### config.mk
export PLATFORM = sky130hd
export DESIGN_NAME = seq_divider32
export DESIGN_NICKNAME = d
export VERILOG_FILES = /design/src/rtl/seq_divider32.sv
export SDC_FILE = /design/constraint.sdc
export NUM_CORES = 1
export LEC_CHECK = 0
export ABC_AREA = 1
export BUFFER_PORTS_ARGS = -buffer_cell sky130_fd_sc_hd__clkbuf_2
export CORE_MARGIN = 2
export CORE_UTILIZATION = 53
export CTS_CLUSTER_DIAMETER = 30
export DETAILED_ROUTE_END_ITERATION = 6
export GPL_TIMING_DRIVEN = 1
export HOLD_SLACK_MARGIN = 0.02
export PLACE_DENSITY = 0.77
export SLEW_MARGIN = 40
export SYNTH_ARGS = -nofsm -noshare
export SYNTH_HDL_FRONTEND = slang
export SYNTH_SLANG_ARGS = --single-unit
### constraint.sdc
create_clock -name clk -period 2.3 [get_ports clk]
set_input_delay 0.115 -clock clk [delete_from_list [all_inputs] [get_ports clk]]
set_output_delay 0.115 -clock clk [all_outputs]
set_load 0.02 [all_outputs]
### src/rtl/seq_divider32.sv
// Multi-cycle unsigned restoring divider: one quotient bit per clock,
// start/busy/done handshake, results held until the next completion.
module seq_divider32 #(
    parameter int unsigned WIDTH = 32
) (
    input  logic             clk,
    input  logic             rst_n,
    input  logic             start,
    input  logic [WIDTH-1:0] A,
    input  logic [WIDTH-1:0] B,
    output logic             busy,
    output logic             done,
    output logic [WIDTH-1:0] Q,
    output logic [WIDTH-1:0] R,
    output logic             DZ,
    output logic             ZF
);

    localparam int unsigned CNT_W = (WIDTH > 2) ? $clog2(WIDTH) : 1;

    typedef enum logic [1:0] {
        S_IDLE = 2'd0,
        S_CALC = 2'd1,
        S_DONE = 2'd2
    } state_e;

    state_e             state_q, state_d;
    logic [CNT_W-1:0]   cnt_q, cnt_d;
    // Partial remainder is always < B, so its top (WIDTH+1'th) bit is
    // never set between iterations and only needs to exist in the trial.
    logic [WIDTH-1:0]   p_q, p_d;
    logic [WIDTH-1:0]   dvd_q, dvd_d;
    logic [WIDTH-1:0]   b_q, b_d;
    logic [WIDTH-1:0]   q_q, q_d;
    logic [WIDTH-1:0]   r_q, r_d;
    logic               dz_q, dz_d;
    logic               zf_q, zf_d;
    logic               busy_q, busy_d;
    logic               done_q, done_d;

    logic [WIDTH:0]     p_sh;
    logic [WIDTH:0]     trial;
    logic [WIDTH-1:0]   rem_nxt;
    logic [WIDTH-1:0]   dvd_nxt;

    // One restoring iteration: shift {P, dividend}, trial-subtract B, keep or restore.
    always_comb begin
        p_sh    = {p_q, dvd_q[WIDTH-1]};
        trial   = p_sh - {1'b0, b_q};
        rem_nxt = trial[WIDTH] ? p_sh[WIDTH-1:0] : trial[WIDTH-1:0];
        dvd_nxt = {dvd_q[WIDTH-2:0], ~trial[WIDTH]};
    end

    // Next-state and next-output logic.
    always_comb begin
        state_d = state_q;
        cnt_d   = cnt_q;
        p_d     = p_q;
        dvd_d   = dvd_q;
        b_d     = b_q;
        q_d     = q_q;
        r_d     = r_q;
        dz_d    = dz_q;
        zf_d    = zf_q;

        unique case (state_q)
            S_IDLE: begin
                if (start) begin
                    if (B == '0) begin
                        state_d = S_DONE;
                        q_d     = '1;
                        r_d     = A;
                        dz_d    = 1'b1;
                        zf_d    = 1'b0;
                    end else begin
                        state_d = S_CALC;
                        dvd_d   = A;
                        b_d     = B;
                        p_d     = '0;
                        cnt_d   = '0;
                    end
                end
            end
            S_CALC: begin
                p_d   = rem_nxt;
                dvd_d = dvd_nxt;
                cnt_d = cnt_q + CNT_W'(1);
                if (cnt_q == CNT_W'(WIDTH - 1)) begin
                    state_d = S_DONE;
                    q_d     = dvd_nxt;
                    r_d     = rem_nxt;
                    dz_d    = 1'b0;
                    zf_d    = (dvd_nxt == '0);
                end
            end
            S_DONE: begin
                state_d = S_IDLE;
            end
            default: begin
                state_d = S_IDLE;
            end
        endcase

        busy_d = (state_d != S_IDLE);
        done_d = (state_d == S_DONE);
    end

    // State and registered outputs.
    always_ff @(posedge clk or negedge rst_n) begin
        if (!rst_n) begin
            state_q <= S_IDLE;
            cnt_q   <= '0;
            p_q     <= '0;
            dvd_q   <= '0;
            b_q     <= '0;
            q_q     <= '0;
            r_q     <= '0;
            dz_q    <= 1'b0;
            zf_q    <= 1'b0;
            busy_q  <= 1'b0;
            done_q  <= 1'b0;
        end else begin
            state_q <= state_d;
            cnt_q   <= cnt_d;
            p_q     <= p_d;
            dvd_q   <= dvd_d;
            b_q     <= b_d;
            q_q     <= q_d;
            r_q     <= r_d;
            dz_q    <= dz_d;
            zf_q    <= zf_d;
            busy_q  <= busy_d;
            done_q  <= done_d;
        end
    end

    assign busy = busy_q;
    assign done = done_q;
    assign Q    = q_q;
    assign R    = r_q;
    assign DZ   = dz_q;
    assign ZF   = zf_q;

endmodule

# [Word level (Yosys, flattened, before mapping)]
# Cells that the tools add are included.
[totals] ff_bits=171 out_inout_bits=68 elab_cells=60
[op_classes] add_sub_neg=2 n_eq_ne=7 n_mux=30 n_bitwise=2 reduce_logical=8
[ops] op="32-bit 2-to-1 mux" n=11
[ops] op="32-bit case mux with 2 select lines" n=4
[ops] op="32-bit logical NOT" n=2
[ops] op="33-bit by 32-bit subtractor with 33-bit output" n=1
[ops] op="5-bit 2-to-1 mux" n=2
[ops] op="5-bit case mux with 2 select lines" n=1
[ops] op="2-bit != test (second input constant)" n=4
[ops] op="1-bit 2-to-1 mux" n=6
[ops] op="2-bit 2-to-1 mux" n=3
[ops] op="3-bit AND reduction" n=2
[ops] op="5-bit by 1-bit adder with 5-bit output (second input constant)" n=1
[ops] op="5-bit equality test (second input constant)" n=1
[ops] op="1-bit case mux with 2 select lines" n=2
[ops] op="2-bit case mux with 2 select lines" n=1
[ops] op="4-bit AND reduction" n=1
[ops] op="2-bit nonzero test" n=2
[ops] op="2-bit by 1-bit equality test with 1-bit output (second input constant)" n=1
[ops] op="2-bit equality test (second input constant)" n=1
[ops] op="2-bit logical NOT" n=1
[ops] op="1-bit inverter" n=2

# [Logic depth before layout (Yosys ltp)]
# Gate-level depths: netlist (run 1).
[logic_depth] depth_word=5 mapped_depth=20

# [Worst setup path after synthesis (run 1)]
# Ideal clock, no wire load.
[synth_timing] path_type="flip-flop to flip-flop" startpoint="register dvd_q[31]" endpoint="register r_q[10] (netlist: R[10])" arrival_time_ns=2.221 required_ns=2.238 setup_slack_ns=0.017 stages_incl_launch_ff=21 n_path_buf=1 period_less_slack_ns=2.283 cell_sequence="dfrtp_1 > inv_1 > ha_1 > inv_1 > fa_1 > nand2_1 > nand2_1 > nand3_2 > nand2_2 > nand2_2 > nand2_4 > nand2_4 > nand2_4 > nand2_4 > nand2_8 > nor2_8 > buf_12 > nand2_4 > nand3_2 > nand2_1 > inv_1"
[synth_via] elab_chain_len=4
[synth_lines] element="start: declaration" line_no="32" text="logic [WIDTH-1:0] dvd_q, dvd_d;"
[synth_lines] element="start signal: assignment" line_no="126" text="dvd_q <= dvd_d;"
[synth_lines] element="33-bit by 32-bit subtractor with 33-bit output" line_no="49" text="trial = p_sh - {1'b0, b_q};"
[synth_lines] element="32-bit 2-to-1 mux" line_no="50" text="rem_nxt = trial[WIDTH] ? p_sh[WIDTH-1:0] : trial[WIDTH-1:0];"
[synth_lines] element="32-bit 2-to-1 mux" line_no="88" text="if (cnt_q == CNT_W'(WIDTH - 1)) begin"
[synth_lines] element="32-bit case mux with 2 select lines" line_no="66" text="unique case (state_q)"
[synth_lines] element="end signal: assignment" line_no="129" text="r_q <= r_d;"
[synth_lines] element="end: declaration" line_no="35" text="logic [WIDTH-1:0] r_q, r_d;"
# Every way passes these cells. The select of a mux whose other input is x is not followed.
# A chain may end at the register's enable or synchronous reset.

# [Worst setup path after layout (run 1)]
[layout_timing] startpoint="register dvd_q[31]" endpoint="register r_q[12] (netlist: R[12])"
# The elaborated chain is that of the path after synthesis.

==> summary.md, run 1 <==
| Metric | Value |
|---|---|
| Post-Route WL | 32.85 mm |
| Post-synth ARST share | 1.000 |
| Syn Inst Count | around 1400 |
| WP data required | 2680 ps |
| Layout filler cell count | 1523 |
| Initial core utilization | 0.5446 |
| Total GRT Usage | 0.3025 |
| Total CTS buffers | 17 |
| Nets | 1776 |
| Clock Power Share | 0.115 |
| WL/cell | 16.83 microns |
| Max_slew headroom | 0.6160 |
| Clk Latency, worst-skew pair | 440 ps |
| Global route overflow | 0 |
| Largest fanout on the critical path | 7 |
| Largest net degree at the start of global routing | 81 |
| Worst Setup End Kind | register |
| Share of post-route cells with drive strength above 1 | 0.2863 |
| # diodes | 0 |
| Clock buffer depth | 2 |
| Via count | ~10000 |
| Row count | roughly 50 |
| Mapped Area | around 11000 sq um |
| Clk sinks | ~170 |
| Hold crit path type | input port to register |
| Maxcap violations | 0 |
| Dpl hpwl | 23.43 mm |
| Clock transition at path regs | 70 ps |
| Final Max Slew Viols | 0 |
| Achievable Freq | 0.4187 GHz |
| Leakage | about 7.0 nW |
| Via density | approximately 5.4 |
| DRT iter0 DRCs | ~900 |
| Initial antenna violation count | 0 |
| Clk_skew | roughly 11 ps |
| Die Area | 21280 sq um |
| Top_reg_cell synth | dfrtp_1 |
| Total core area | 19590 sq um |
| Setup_tns | -1113 ps |
| Register area | 4279 sq um |
| Synth top cells by count | nand2_1, inv_1, dfrtp_1, nor2_1, nand3_1 |
| Pwr Total | ~26 mW |
| Sequential Power Share | 0.203 |
| Setup Viol. Count Final | 26 |
| Worst setup margin | -88.52 ps |
| Top-area cell type share of the netlist area | 0.4011 |
| Power Density | 1866 nW/um^2 |
| Die Width | between 100 and 150 microns |
| Htree depth | 4 |
| Largest cells by area after synthesis | dfrtp_1, nand2_1, inv_1 |
| Switching pwr | 12.86 mW |
| CP Class | register to register |
| Type of origin of the critical path | register |
| Most frequent cell after synthesis | nand2_1 |
| Vias in the first global route | 10130 |
| CTS tree | built |
| Pint | 13.16 mW |
| Netlist cell types | 44 |
| Synth-to-Final Area Change | 30.69% |
| Syn avg cell area | 7.513 sq um |
| GPL Wtd Cong | 0.9119 |
| Gate power share | 0.683 |
| RSZ-0062 raised after global routing | true |
| Clk root buf | clkbuf_16 |
| Flop and latch count out of synthesis | 171 |
| Die Ht | 145.9 microns |
| Port Buf Inserts | 134 |
| Setup WS pre-CTS | -135.7 ps |
| Outcome | finished with violations |
| Multi-input logic area | 5784 sq um |
| Post-layout min period | 2389 ps |
| Tcrit/Tclk final | 1.038 |
| Post-DRT Antenna Nets | 0 |
| Number of synthesis warnings | 0 |
| Drt pass-1 iters | 6 |
| Sw Share | 0.4943 |
| Post-Syn Nets | ~1500 |
| Ports | about 140 |
| Slew @ Worst Pin | 575.9 ps |
| Dominant cell type by area after synthesis | dfrtp_1 |
| Final Hold Viols | 0 |
| Sequential-to-total area share from yosys stat | 0.4011 |
| Maximum VDD drop | 0.0009986 V |
| DRC Markers | 0 |
| First-pass GRT wire length | 51.49 mm |
| Crit path DAT | 2770 ps |
| Number of synthesized flops with an enable pin | 0 |
| Failing checks | negative setup slack |
## final timing paths
path	from	end	slack [ps]	depth (start not counted)
setup / recovery	dvd_q[31]	R[12]	-90	20
hold / removal	A[24]	dvd_q[24]	30	5
setup reg to reg	dvd_q[31]	R[12]	-90	20
hold reg to reg	DZ	DZ	480	2
max in group asynchronous	rst_n	p_q[25]	1170	3
min in group asynchronous	rst_n	b_q[9]	210	2
## layout by cell type (no fill, tap or decap), types with 35 or more instances in the layout
cell type / count
buf_4: 102
clkbuf_2: 133
dfrtp_1: 171
dlygate4sd3_1: 35
inv_1: 211
nand2_1: 380
nand3_1: 57
nand3_2: 50
nor2_1: 70
o21ai_0: 61
o21ai_1: 37
## flip-flops by register name, indices dropped and copies added, names as in the netlist
name     count
DZ           1
Q           32
R           32
ZF           1
b_q         32
busy         1
cnt_q        5
done         1
dvd_q       32
p_q         32
state_q      2
## cell type report
| type | count | share of cell area |
|---|---|---|
| multi-input combinational | 974 | 0.4148 |
| clock inverter | 14 | 0.01247 |
| tap | 265 | 0.02378 |
| sequential | 171 | 0.3069 |
| timing repair buffer | 287 | 0.1512 |
| inverter | 223 | 0.06003 |
| clock buffer | 18 | 0.03078 |
## power by group through the flow
stage,clock network (mW),registers [mW],logic [mW]
final,2.98,5.28,17.8
after global routing,3.12,5.38,19.4
after CTS,3.01,5.18,16.4
after detailed placement,0,5.18,15.6
after global placement,0,5.15,15.3
after floorplan,0,5.54,9.93
## worst max-delay path: stages, from the launching register on
cell and delay, ps:
dfrtp_1 410, inv_2 90, ha_4 120, inv_2 40
fa_2 340, nand2_2 80, nand2_2 50, nand3_2 60
nand2_2 60, nand2_2 70, nand2_4 50, nand2_4 90
nand2_4 60, nand2_4 90, nand2_8 80, nor2_8 180
buf_12 190, nand2_4 70, nand3_2 50, nand2_1 70
inv_1 50
## repair_timing
| item | CTS | global route |
|---|---|---|
| gates resized for setup | 26 | 72 |
| hold buffers | 35 | 0 |
| buffers inserted | 4 | 3 |
| pin swaps | 15 | 21 |
| cloned | 1 | 1 |
| endpoints found under the setup margin | 58 | 152 |
| endpoints found under the hold margin | 80 | 0 |
## routing by layer
layer  wire [microns]  track usage
met5                0            0
met4              828      0.08676
met3             2200      0.03699
met2            15490       0.4932
met1            14330       0.4262
## per-stage QoR
step / cells / utilization / instance area (sq um) / hold slack (ps)
CTS: 1948 / 0.6900 / 13520 / 26.77
global route: 1952 / 0.7118 / 13940 / 65.29
finish: 1952 / 0.7118 / 13940 / 29.89
floorplan: 1420 / - / 10670 / -180.6
detailed placement: 1876 / 0.6312 / 12370 / 116.1
global placement: 1876 / 0.6312 / 12370 / 118.0
## cells by family (layout without fill, tap and decap cells)
kind of cell             after synthesis  count (layout)  share of synthesized area
flip-flops                           171             171                     0.4011
AO/OA/AOI/OAI                        190             190                     0.1048
adder cells (fa/ha/maj)               35              35                    0.04175
XOR/XNOR                              16              16                    0.01313
buffers and inverters                275             542                     0.1043
AND/OR/NAND/NOR                      733             733                     0.3349
(Power assumes the default switching activity.)
==> run 2: changes to the inputs <==
ABC_AREA = not set   (was 1)
==> run 2 against run 1 <==
Compared with the run above:
- global-route usage grew 4.4 points
- routed wire length grew 25%
- via count grew 12%
- the flow still finishes with violations (negative setup slack)
- first-iteration DRC count grew 75%
- utilization grew 11 points
- critical endpoint is now R[2]
- hold slack gained 88 ps
- sequential share of layout area shrank 1.9 points
- final cell count shrank 7.7%
- setup slack lost 680 ps
- clock skew grew 3.9 ps
- final area grew 6.5%
- largest cell class unchanged
- fmax shrank 22%
- highest routed layer is now met5
==> summary.md, run 2 <==
| Metric | Value |
|---|---|
| Synth-to-Final Area Change | 52.34% |
| Total GRT Usage | 0.3466 |
| Post-DRT Antenna Nets | 0 |
| Sequential-to-total area share from yosys stat | 0.4391 |
| Post-Synth Adder-Cell Area | 0.04571 |
| Crit path DAT | 3420 ps |
| Clk_skew | 15.24 ps |
| Initial antenna violation count | 1 |
| Dpl hpwl | 23.04 mm |
| Largest family of logic cells by synthesized area | compound AO/OA/AOI/OAI gates |
| Flop and latch count out of synthesis | 171 |
| Slew @ Worst Pin | a little over 700 ps |
| Most frequent cell after synthesis | nand2_1 |
| DRC Markers | 0 |
| Total core area | approximately 18000 sq um |
| Commonest non-fill, non-tap cell in the layout | buf_4 |
| RSZ-0062 raised after global routing | true |
| Outcome | finished with violations |
| Nets | between 1500 and 2000 |
| Ports | 135 |
| Dominant cell type by area after synthesis | dfrtp_1 |
| First-pass GRT wire length | 54.27 mm |
| Reg-to-reg startpoint | dvd_q[31] |
| Number of synthesized flops with an enable pin | 0 |
| CP endpoint | R[2] |
| Row count | 49 |
| Reg2Reg Setup Slack | -770 ps |
| Clock buffer depth | 2 |
| Syn avg cell area | around 8.5 sq um |
| Clock transition at path regs | 80 ps |
| Post-synth ARST share | 1.000 |
| Via density | about 6.5 |
| Reg2Reg Depth | 13 |
| Post-Synth XOR/XNOR Area | 0.02067 |
| Largest cells by area after synthesis | dfrtp_1, nand2_1, nor2_1 |
| Final Hold Viols | 0 |
| Largest fanout on the critical path | 5 |
| Syn Inst Count | 1153 |
| Failing checks | negative setup slack |
| Post-Syn Nets | between 1000 and 1500 |
| Die Width | approximately 140 microns |
| Mapped Area | 9746 sq um |
| Die Ht | roughly 140 microns |
| Number of synthesis warnings | 0 |
| Global route overflow | 0 |
| Top_reg_cell synth | dfrtp_1 |
| Hold crit path type | input port to register |
| Final Max Slew Viols | 0 |
| Crit. Startpoint | dvd_q[31] |
| Synth top cells by count | nand2_1, dfrtp_1, nor2_1, o21ai_0, a21oi_1 |
| Worst Setup End Kind | register |
| CTS tree | built |
| Maxcap violations | 0 |
| Total CTS buffers | 17 |
| Clk sinks | 171 |
| Complex-gate fraction of the synthesized area | 0.2492 |
| Share of post-route cells with drive strength above 1 | 0.3556 |
| Placed cells | between 1500 and 2000 |
| Fin cells | approximately 1800 |
| Initial core utilization | 0.5407 |
| Die Area | 19490 sq um |
| Drt pass-1 iters | 6 |
| Htree depth | 4 |
| WP data required | about 2700 ps |
| Worst setup margin | -766.3 ps |
| Post-Synth Simple-Gate Area | 0.1865 |
| Clk Latency, worst-skew pair | 450 ps |
| Mux cell area share after synthesis | 0.007575 |
| R2R Path End | R[2] |
| Netlist cell types | 68 |
| Type of origin of the critical path | register |
| Largest net degree at the start of global routing | 55 |
| GPL Wtd Cong | 1.008 |
| DRT iter0 DRCs | 1542 |
| Tcrit/Tclk final | 1.333 |
| CP Class | register to register |
| Port Buf Inserts | 134 |
| Max_slew headroom | 0.5248 |
| Via count | around 12000 |
| Commonest non-fill, non-tap cells in the layout | buf_4, dfrtp_1, nand2_1 |
| Post-layout min period | 3066 ps |
| Achievable Freq | about 0.33 GHz |
| Post-Route WL | about 41 mm |
| Vias in the first global route | approximately 11000 |
| Top-area cell type share of the netlist area | 0.4391 |
| Clk root buf | clkbuf_16 |
| WL/cell | 22.72 microns |
| Setup Viol. Count Final | 67 |
==> run 2: how the worst min path moves through the flow <==
stage	start	endpoint	cells after the start
2_1_floorplan	rst_n	DZ	0
3_3_place_gp	rst_n	Q[7]	1
3_5_place_dp	rst_n	Q[7]	1
4_1_cts	A[31]	dvd_q[31]	3
5_1_grt	A[31]	dvd_q[31]	3
6_report	A[31]	dvd_q[31]	3
==> run 2: stage by stage <==
stage | area [sq um] | hold WS [ps] | setup WS, ps | TNS [ps] | util
6_report | 14850 | 117.8 | -766.3 | -43390 | 0.8237
4_1_cts | 14140 | 81.90 | -561.3 | -33050 | 0.7845
3_5_place_dp | 12270 | 92.79 | -717.7 | -36310 | 0.6807
2_1_floorplan | 9758 | -180.6 | -518.2 | -25740 | -
3_3_place_gp | 12270 | 86.29 | -681.2 | -30850 | 0.6807
5_1_grt | 14840 | 89.95 | -835.4 | -48680 | 0.8235
==> run 2: area by class of cell <==
type	instances	area, sq um
clock buffer	18	429.2
clock inverter	14	143.9
multi-input combinational	861	5941
sequential	171	4279
fill	985	3178
timing repair buffer	460	3585
antenna	1	2.502
tap	229	286.5
inverter	48	180.2
==> run 2: metal layers <==
layer  part of all wire  track usage
met5            0.00027            0
met4              0.059       0.1347
met3               0.11      0.07295
met2               0.47       0.5676
met1               0.36       0.4545
==> run 2: kinds of logic after synthesis <==
kind of cell | count (synthesis)
xor gates and xnor gates | 23
muxes | 7
buffers and inverters | 122
DFF | 171
AOI/OAI and AO/OA | 372
adders and majority gates | 35
and+or+nand+nor | 423
==> run 2: worst max-delay path: stages (launching register included) <==
cell and delay, ps:
dfrtp_1 400, inv_2 100, ha_4 140, inv_2 40, fa_2 360, a211oi_2 210
o21ai_2 100, o21ai_2 220, a21oi_2 140, o211ai_2 270, buf_4 210, o21ai_4 120
a221o_2 420, a31oi_1 240
==> run 2: repair_timing <==
| action | CTS | global route |
|---|---|---|
| hold endpoints to repair | 121 | 0 |
| pin swaps | 53 | 42 |
| hold buffers | 65 | 0 |
| buffers inserted | 14 | 16 |
| endpoints found under the setup margin | 67 | 107 |
| cloned | 2 | 3 |
| gates resized for setup | 111 | 92 |
Power of run 2 is left out: the tool's default activity adds up to more than one toggle a clock period on the data nets, which glitch-free logic cannot reach.
==> run 3: changes to the inputs <==
--- a/config.mk
+++ b/config.mk
@@ -8,2 +8,3 @@
 export BUFFER_PORTS_ARGS = -buffer_cell sky130_fd_sc_hd__clkbuf_2
+export CAP_MARGIN = 20
 export CORE_MARGIN = 2
==> constraint.sdc (replaced) <==
create_clock -name clk -period 2.3 [get_ports clk]
set_input_delay 0.23 -clock clk [delete_from_list [all_inputs] [get_ports clk]]
set_output_delay 0.23 -clock clk [all_outputs]
set_load 0.02 [all_outputs]
==> run 3 against run 2 <==
Compared with the run above:
- the flow still finishes with violations (negative setup slack)
- setup slack worse by 43 ps
- hold slack worse by 98 ps
- critical path depth down 2
- utilization down 3.2 points
- via count down 8.4%
- first-iteration DRC count down 20%
- routed wire length down 15%
- critical path type unchanged
- critical endpoint is now R[19]
==> summary.md, run 3 (synthesized netlist as in run 2, its figures left out) <==
| Metric | Value |
|---|---|
| Synth-to-Final Area Change | 46.42% |
| Worst Hold End | b_q[17] |
| Die Ht | 139.6 microns |
| RSZ-0062 raised after global routing | true |
| Reg2Reg Depth | 11 |
| Largest fanout on the critical path | 7 |
| DRT iter0 DRCs | 1241 |
| Clk_skew | about 14 ps |
| Maxcap violations | 0 |
| Worst Setup End Kind | register |
| Clk sinks | between 150 and 200 |
| Layout filler cell count | roughly 1100 |
| Reg2Reg Setup Slack | -810 ps |
| WL/cell | 20.00 microns |
| Hold crit path type | input port to register |
| Share of post-route cells with drive strength above 1 | 0.3582 |
| CTS tree | built |
| Tcrit/Tclk final | 1.352 |
| Via density | 6.187 |
| Crit path DAT | ~3400 ps |
| Total CTS buffers | 17 |
| # diodes | 0 |
| Row count | 49 |
| Nets | 1602 |
| HP Start | B[17] |
| Type of origin of the critical path | register |
| Dpl hpwl | ~23 mm |
| Vias in the first global route | 10060 |
| First-pass GRT wire length | 51.30 mm |
| Final Hold Viols | 0 |
| Die Area | 19490 sq um |
| DRC Markers | 0 |
| Global route overflow | 0 |
| Commonest non-fill, non-tap cells in the layout | buf_4, dfrtp_1, nand2_1 |
| Port Buf Inserts | 134 |
| Ports | 135 |
| Clk root buf | clkbuf_16 |
| Total GRT Usage | 0.3286 |
| Slew @ Worst Pin | 531.6 ps |
| Clock buffer depth | 2 |
| Setup WS pre-CTS | -667.4 ps |
| Multi-input logic area | around 6000 sq um |
| WP data required | 2630 ps |
| Die Width | 139.6 microns |
| Drt pass-1 iters | 6 |
| Post-layout util | 0.7917 |
| Hold Worst Slack | 19.91 ps |
| Total core area | about 18000 sq um |
| R2R Path End | R[19] |
| Via count | 10780 |
| Achievable Freq | 0.3216 GHz |
| Initial core utilization | 0.5407 |
| Setup Viol. Count Final | 67 |
| Clk Latency, worst-skew pair | around 450 ps |
| Failing checks | negative setup slack |
| Crit path largest cell delay | 430 ps |
| GPL Wtd Cong | roughly 0.94 |
| Max_slew headroom | 0.6424 |
| Post-Route WL | about 35 mm |
| Initial antenna violation count | 0 |
| Register area | 4280 sq um |
| Reg-to-reg startpoint | p_q[27] |
| CP max stage cell | dfrtp_1 |
| Clock transition at path regs | 80 ps |
| Final Max Slew Viols | 0 |
| Setup_tns | -38270 ps |
| Post-DRT Antenna Nets | 0 |
| Outcome | finished with violations |
| Crit path cell chain | ha_1 -> o21a_1 -> o211ai_1 -> nand2_1 -> a21oi_1 -> a21o_1 -> o211a_1 -> buf_6 -> buf_8 -> nand3b_1 -> a31oi_1 |
| Htree depth | 4 |
| CP Class | register to register |
| Worst setup margin | -809.5 ps |
| WHS Path Cells | 3 |
| Post-layout min period | 3109 ps |
| Largest net degree at the start of global routing | 66 |
| Commonest non-fill, non-tap cell in the layout | buf_4 |
run 3: cell count changes in the layout (fill, tap and decap cells not counted), moves of 3 or more:
cell           previous run  this run
buf_12                   12        15
buf_4                   228       217
clkbuf_16                20        17
clkinv_8                  1         5
dlygate4sd3_1            65        15
nand2_1                 164       167
nand2_4                   8         5
nor4_1                   12        17
nor4_2                    5         1
run 3: worst max-delay path: cells and delay by family (launching register included):
kind                     cells  cell delay (ps)
flip-flops                   1              430
adder cells (fa/ha/maj)      1              320
AND/OR/NAND/NOR              2              290
AO/OA/AOI/OAI                6             1610
buffers and inverters        2              330
run 3: timing repair:
action / in CTS / in global routing
gates resized for setup: 117 / 79
endpoints found under the setup margin: 67 / 90
hold buffers: 15 / 0
pin swaps: 52 / 50
endpoints found under the hold margin: 49 / 0
buffers inserted: 12 / 14
gates cloned: 2 / 0
run 3: worst max path at each step:
stage / end / from / cells past startpoint
5_1_grt: R[19] / dvd_q[31] / 14
3_5_place_dp: R[2] / p_q[20] / 10
3_3_place_gp: R[2] / p_q[20] / 10
4_1_cts: R[2] / dvd_q[31] / 13
6_report: R[19] / p_q[27] / 11
2_1_floorplan: R[1] / dvd_q[31] / 12
run 3: per-stage QoR:
step / instances / instance area, sq um
3_5_place_dp: 1670 / 12260
6_report: 1742 / 14270
3_3_place_gp: 1670 / 12260
4_1_cts: 1730 / 13630
5_1_grt: 1742 / 14270
2_1_floorplan: 1153 / 9758
run 3: cell type report:
cell class	count	share of cell area
inverters	48	0.01263
flip-flops and latches	171	0.3000
repair buffers	401	0.2117
multi-input cells	861	0.4134
clock inverters	15	0.01236
clock buffers	17	0.02981
well taps	229	0.02008
run 3: metal layers:
layer | up-vias | track usage | share of wire
met5 | - | 0 | 0
met4 | 0 | 0.1168 | 0.041
met3 | 141 | 0.05988 | 0.092
met2 | 686 | 0.5284 | 0.47
met1 | 5095 | 0.4501 | 0.40
li1 | 4855 | - | -
Power of run 3 is left out for the same reason.
